File: src/rtl/uart_char_sequencer.sv
// Steps the 'A'..'P' character mux into the UART transmitter,
// one byte per tx_start/tx_done handshake, with optional CR/LF trailer.
module uart_char_sequencer #(
  parameter logic [3:0] FIRST_SEL  = 4'd0,
  parameter int         MSG_LEN    = 16,
  parameter int         GAP_CYCLES = 100,
  parameter bit         APPEND_EOL = 1'b1
) (
  input  logic       clk,
  input  logic       rst_n,
  input  logic       start,
  input  logic       repeat_en,
  input  logic       abort,
  output logic [3:0] mux_sel,
  input  logic [7:0] mux_data,
  output logic [7:0] tx_data,
  output logic       tx_start,
  input  logic       tx_busy,
  input  logic       tx_done,
  output logic       busy,
  output logic       done,
  output logic [7:0] char_cnt
);

  typedef enum logic [2:0] {
    S_IDLE,
    S_LOAD,
    S_SEND,
    S_WAIT,
    S_GAP,
    S_FIN
  } state_t;

  localparam logic [8:0] LEN = 9'(MSG_LEN);
  localparam logic [8:0] LAST_IDX =
    APPEND_EOL ? 9'(MSG_LEN + 1) : 9'(MSG_LEN - 1);
  localparam bit HAS_GAP = GAP_CYCLES > 0;
  localparam logic [15:0] GAP_LAST =
    16'(HAS_GAP ? GAP_CYCLES - 1 : 0);

  state_t      state;
  state_t      nxt;
  logic [8:0]  idx;
  logic [15:0] gap_cnt;
  logic        abort_q;
  logic        abort_any;
  logic        last;
  logic        gap_end;
  logic        begin_msg;
  logic        restart;
  logic        byte_done;
  logic [8:0]  idx_nxt;

  assign abort_any = abort | abort_q;
  assign last      = idx == LAST_IDX;
  assign gap_end   = gap_cnt == GAP_LAST;
  assign begin_msg = (state == S_IDLE) && (nxt == S_LOAD);
  assign restart   = (state == S_FIN) && (nxt != S_IDLE);
  assign byte_done = (state == S_WAIT) && tx_done;
  assign idx_nxt   = idx + 9'd1;

  always_comb begin
    nxt = state;
    unique case (state)
      S_IDLE: begin
        if (start && !abort) nxt = S_LOAD;
      end
      S_LOAD: begin
        nxt = abort_any ? S_IDLE : S_SEND;
      end
      S_SEND: begin
        if (abort_any)     nxt = S_IDLE;
        else if (!tx_busy) nxt = S_WAIT;
      end
      S_WAIT: begin
        if (tx_done) begin
          if (last)           nxt = S_FIN;
          else if (abort_any) nxt = S_IDLE;
          else if (HAS_GAP)   nxt = S_GAP;
          else                nxt = S_LOAD;
        end
      end
      S_GAP: begin
        if (abort_any)    nxt = S_IDLE;
        else if (gap_end) nxt = S_LOAD;
      end
      S_FIN: begin
        if (repeat_en && !abort_any)
          nxt = HAS_GAP ? S_GAP : S_LOAD;
        else
          nxt = S_IDLE;
      end
      default: nxt = S_IDLE;
    endcase
  end

  always_ff @(posedge clk or negedge rst_n) begin
    if (!rst_n) begin
      state    <= S_IDLE;
      abort_q  <= 1'b0;
      tx_start <= 1'b0;
      busy     <= 1'b0;
      done     <= 1'b0;
      gap_cnt  <= '0;
    end else begin
      state    <= nxt;
      tx_start <= (state == S_SEND) && (nxt == S_WAIT);
      busy     <= nxt != S_IDLE;
      done     <= nxt == S_FIN;
      gap_cnt  <= (state == S_GAP) ? gap_cnt + 16'd1 : '0;
      if (nxt == S_IDLE)
        abort_q <= 1'b0;
      else if (state != S_IDLE && abort)
        abort_q <= 1'b1;
    end
  end

  // mux_sel freezes on the last mux character while EOL bytes go out
  always_ff @(posedge clk or negedge rst_n) begin
    if (!rst_n) begin
      idx      <= '0;
      char_cnt <= '0;
      mux_sel  <= FIRST_SEL;
      tx_data  <= '0;
    end else begin
      if (begin_msg || restart) begin
        idx      <= '0;
        char_cnt <= '0;
        mux_sel  <= FIRST_SEL;
      end else if (byte_done) begin
        idx      <= idx_nxt;
        char_cnt <= char_cnt + 8'd1;
        if (idx_nxt < LEN) mux_sel <= mux_sel + 4'd1;
      end
      if (state == S_LOAD) begin
        if (idx < LEN)       tx_data <= mux_data;
        else if (idx == LEN) tx_data <= 8'h0D;
        else                 tx_data <= 8'h0A;
      end
    end
  end

endmodule

File: config.mk
export PLATFORM = sky130hd
export DESIGN_NAME = uart_char_sequencer
export DESIGN_NICKNAME = d
export VERILOG_FILES = /design/src/rtl/uart_char_sequencer.sv
export SDC_FILE = /design/constraint.sdc
export NUM_CORES = 1
export LEC_CHECK = 0
export ABC_CLOCK_PERIOD_IN_PS = 2110
export CAP_MARGIN = 10
export CORE_MARGIN = 1.5
export CORE_UTILIZATION = 54
export CTS_CLUSTER_SIZE = 12
export DETAILED_ROUTE_END_ITERATION = 6
export PLACE_DENSITY = 0.85
export SLEW_MARGIN = 5
export SYNTH_ARGS = -nofsm -noshare
export SYNTH_HDL_FRONTEND = slang
export SYNTH_SLANG_ARGS = --single-unit
export TNS_END_PERCENT = 20
File: constraint.sdc
create_clock -name clk -period 2.11 [get_ports clk]
set_input_delay 0.3165 -clock clk [delete_from_list [all_inputs] [get_ports clk]]
set_output_delay 0.3165 -clock clk [all_outputs]
set_load 0.01 [all_outputs]
**After elaboration in Yosys (flattened, before gate mapping)**

Cells that the tools add are included.

- Output and inout port bits: 23
- Bits of input ports: 15
- Logic and storage cells: 69
- Bits in registers: 52

- Add/sub/neg operators: 4
- Reduce and logical (&&, ||, !) cells: 18
- Mux-type cells: 23
- Order comparisons: 2
- Equality and inequality tests: 11
- Bitwise logic cells: 1

Operator list:

| kind | count |
|---|---|
| 3-bit two-way mux | 10 |
| 8-bit two-way mux | 3 |
| 9-bit by 5-bit == test with 1-bit output (second input constant) | 2 |
| 9-bit by 5-bit < comparator with 1-bit output (second input constant) | 2 |
| 9-bit two-way mux | 2 |
| 3-bit case mux with 6 select lines | 1 |
| 16-bit by 1-bit adder with 16-bit output (second input constant) | 1 |
| 16-bit by 7-bit == test with 1-bit output (second input constant) | 1 |
| 16-bit two-way mux | 1 |
| 4-bit two-way mux | 3 |
| 9-bit by 1-bit adder with 9-bit output (second input constant) | 1 |
| 3-bit by 2-bit == test with 1-bit output (second input constant) | 3 |
| 3-bit == test (second input constant) | 3 |
| 8-bit by 1-bit adder with 8-bit output (second input constant) | 1 |
| 1-bit logical AND | 7 |
| 3-bit by 1-bit == test with 1-bit output (second input constant) | 2 |
| 3-bit zero test | 2 |
| 2-bit nonzero test | 3 |
| 3-bit nonzero test | 2 |
| 4-bit by 1-bit adder with 4-bit output (second input constant) | 1 |
| 1-bit zero test | 2 |
| 1-bit two-way mux | 2 |
| 2-bit two-way mux | 1 |
| 2-bit AND reduction | 1 |
| 2 further kinds | 2 |

**Longest topological paths before layout**

- Depth in word-level cells: 10
- Mapped depth: 7
- Depth with buffers taken out: 6

**Least setup slack after synthesis**

OpenSTA, ideal clock, no wires.

- Path kind: flip-flop to flip-flop
- Start point: register idx[7]
- End point: register mux_sel[3]
- Path buffers: 1
- Setup slack: 0.288 ns
- Library setup time: 0.077 ns
- Stages on the path, launching flop included: 7
- Clock period less this slack: 1.822 ns
- Required time: 2.033 ns
- Arrival: 1.744 ns
- Cells stage by stage: dfrtp_1 buf_4 or3b_1 a211oi_2 a21oi_2 or4_1 a21oi_1

- Cells in the longest elaborated chain, start to end: 9
- Elaborated cells on any way between the ends: 15
- Those cells by class: add/sub (1); order compare (1); eq/ne (2); mux (4); reduce/logical (7)

Ends and longest elaborated chain:

| item | RTL line | RTL |
|---|---|---|
| from (decl) | 43 | `logic [8:0] idx;` |
| from (signal assigned) | 131 | `idx <= idx_nxt;` |
| parallel branches: the longest is 9 deep, another holds 9-bit by 1-bit adder with 9-bit output | -- |  |
| to (signal assigned) | 133 | `if (idx_nxt < LEN) mux_sel <= mux_sel + 4'd1;` |
| to (decl) | 14 | `output logic [3:0] mux_sel,` |

Parallel ways; which one is timed is not known.
A chain may end at the register's enable or synchronous reset.

**Worst setup path in the final report**

- Start point: register idx[0]
- End point: register mux_sel[3]

Same word-level chain as after synthesis.

==> metrics.md <==
| Metric | Value |
|---|---|
| Worst IR drop on VDD | 0.382 mV |
| CTS tree | done |
| Fin cells | 374 |
| Unrepaired setup endpoints after global routing | false |
| Post-DRT Antenna Nets | 0 |
| Clock Latency Late Sink | 300 ps |
| Crit path cell chain | ha_1, nand3_2, xor2_1, o211ai_1, or4_1, a21oi_1 |
| Critical path data arrival time | 2230 ps |
| Crit path max fanout | 8 |
| CP Data Required Time | 2330 ps |
| Slowest Stage Delay on Critical Path | 550 ps |
| Minimum clock period | 2000 ps |
| Skew final | 8.34 ps |
| Std cell rows | 25 |
| Number of library cell types mapped by synthesis | 42 |
| FF-to-FF setup slack | 110 ps |
| # IOs | 38 |
| Routed via count | 2080 |
| Slowest CP cell | or4_1 |
| Vias in the first global route | 1920 |
| Post-synth top area share | 49.5% |
| Clock Tree Root | clkbuf_8 |
| Critical Path Sink Type | flop |
| Asr flop ratio synth | 100% |
| Wirelength per Cell | 13.6 µm |
| Initial core utilization | 56.0% |
| First-pass GRT wire length | 8450 µm |
| Gp weighted congestion | 0.814 |
| Fin area | 3180 µm² |
| Worst Setup Start Kind | flop |
| Slew of the pin with the lowest slew margin | 505 ps |
| CP Class | flop to flop |
| Area leader, netlist | dfrtp_1 |
| H-tree levels | 2 |
| Final nets | 340 |
| Drt drc | 0 |
| Final Hold Viols | 0 |
| # diodes | 0 |
| List of most frequent post-synthesis cells | dfrtp_1, nor2_1, nand2_1 |
| Post-Syn Nets | 299 |
| Power Density | 786 nW/µm² |
| Gr usage total | 20.1% |
| MaxCap Viol Count | 0 |
| Final setup vio count | 0 |
| DR iter-0 viols | 119 |
| Total Wirelength | 5100 µm |
| Placed Cells | 363 |
| Num CTS Buffers | 5 |
| Gate Count Post-Synth | 278 |
| Initial antenna violation count | 0 |
| Syn Std Cell Area | 2630 µm² |
| Clock Pin Slew Worst Setup and Hold Paths | 100 ps |
| Status | finished, final reports clean |
| Share of cells above drive strength 1 | 9.06% |
| Hold Path Class | input pin to async pin |
| Pins Over Slew Limit | 0 |
| Count leader, synth | dfrtp_1 |
| Final Cycle Share | 95.0% |
| Post-synth top flop | dfrtp_1 |
| # port buffers | 37 |
| Leak | 1.40 nW |
| Rel. slew slack | 66.2% |
| Max clock buf depth | 2 |
| Synthesized flop and latch total | 52 |
| Area Overhead vs Synth | 21.0% |
| DRT Pass-1 Iters | 4 |
| Hpwl dp | 3590 µm |
| Die W | 72.7 µm |
| Max Clock Freq | 499 MHz |
| Synth top area cells | dfrtp_1, nor2_1, xor2_1, nand2_1, xnor2_1 |
| Die area | 5290 µm² |
| Vias/cell | 5.56 |
| Gr ovfl total | 0 |
| Post-synth EDFFs | 0 |
| Largest net degree at the start of global routing | 37 |
| Sequential area share after synthesis | 49.5% |
| Cell Area, Placed | 3050 µm² |
| Core box area | 4690 µm² |
| Yosys warnings | 0 |
| CTS sink cnt | 52 |
| Crit path max-delay family | simple AND/OR/NAND/NOR gates |
| Syn Area/Cell | 9.45 µm² |
| Die Y-Extent | 72.7 µm |
| WP buf/inv | 0 |
==> power breakdown <==
group / total, mW / switching [mW] / internal (mW) / leakage, nW
logic: 0.672 / 0.327 / 0.345 / 0.648
registers: 1.24 / 0.110 / 1.13 / 0.704
clock network: 0.586 / 0.318 / 0.269 / 0.0516
total: 2.50 / 0.754 / 1.74 / 1.40
==> cell families (layout without fill, tap and decap cells) <==
| family | after synthesis | count (layout) | synth area share [%] |
|---|---|---|---|
| AOI/OAI and AO/OA | 30 | 30 | 7.34 |
| xor gates and xnor gates | 30 | 30 | 10.0 |
| adders and majority gates | 6 | 6 | 2.86 |
| buffers and inverters | 20 | 62 | 4.14 |
| DFF | 52 | 52 | 49.5 |
| and+or+nand+nor | 140 | 140 | 26.1 |
==> routing by layer <==
layer  share of wire, %  GRT usage (%)
met1                 48           27.8
met2                 47           32.6
met3                4.6           4.70
met4                  0           3.98
met5                  0              0
==> layout make-up <==
cell class	count	area, µm²
fillers	350	1520
flip-flops and latches	52	1300
multi-input cells	206	1220
repair buffers	49	470
clock buffers	6	82.6
well taps	54	67.6
inverters	5	18.8
clock inverters	2	13.8
==> flip-flops by register name, summed over array words and instances (netlist names) <==
name / cells
gap_cnt: 16
idx: 9
char_cnt: 8
tx_data: 8
mux_sel: 4
state: 3
abort_q: 1
busy: 1
done: 1
tx_start: 1
==> timing repair <==
item	CTS	global route
resized for setup	0	2
setup buffers	0	2
hold endpoints to repair	16	0
hold buffers	1	0
endpoints found under the setup margin	0	4
==> cells in the final DEF, fill, tap and decap left out, types with 2 or more instances in the layout <==
| cell | Yosys | layout |
|---|---|---|
| and4_1 | 2 | 2 |
| inv_1 | 5 | 5 |
| nand3_1 | 16 | 15 |
| nor2_1 | 44 | 44 |
| nand4_1 | 4 | 4 |
| o31ai_1 | 2 | 2 |
| clkbuf_8 | 0 | 6 |
| nor2b_1 | 5 | 5 |
| nand2_1 | 33 | 33 |
| a31oi_1 | 2 | 2 |
| or2_2 | 2 | 2 |
| or4_1 | 4 | 4 |
| nor4_1 | 3 | 3 |
| o21ai_0 | 5 | 5 |
| xnor2_1 | 12 | 12 |
| clkdlybuf4s50_1 | 0 | 36 |
| xor2_1 | 18 | 18 |
| nor3_1 | 7 | 7 |
| and3_1 | 8 | 8 |
| and2_1 | 3 | 3 |
| ha_1 | 6 | 6 |
| a21oi_1 | 11 | 11 |
| dfrtp_1 | 52 | 51 |
| nand4b_1 | 2 | 2 |
| buf_4 | 3 | 10 |
==> path summary, 6_finish.rpt <==
| check | cells past startpoint | end | start |
|---|---|---|---|
| min in group clk | 2 | tx_data[4]$_DFFE_PN0N_ | tx_data[4]$_DFFE_PN0N_ |
| min reg2reg | 2 | tx_data[4]$_DFFE_PN0N_ | tx_data[4]$_DFFE_PN0N_ |
| max reg2reg | 6 | mux_sel[3]$_DFFE_PN0P_ | idx[0]$_DFFE_PN0P_ |
| max | 6 | mux_sel[3]$_DFFE_PN0P_ | idx[0]$_DFFE_PN0P_ |
| max in group asynchronous | 3 | idx[0]$_DFFE_PN0P_ | rst_n |
| min | 2 | gap_cnt[1]$_DFF_PN0_ | rst_n |
==> stage by stage <==
step / utilization, % / worst slack, ps / hold WS, ps / setup TNS (ps) / total power, mW
global placement: 65.0 / 64.6 / 262 / 0 / 1.90
detailed placement: 65.0 / -17.7 / 259 / -17.7 / 1.93
finish: 67.7 / 105 / 468 / 0 / 2.50
CTS: 67.3 / 50.7 / 474 / 0 / 2.52
floorplan: - / 288 / 20.9 / 0 / 1.60
global route: 67.7 / 46.6 / 497 / 0 / 2.65
(Power assumes the default switching activity.)
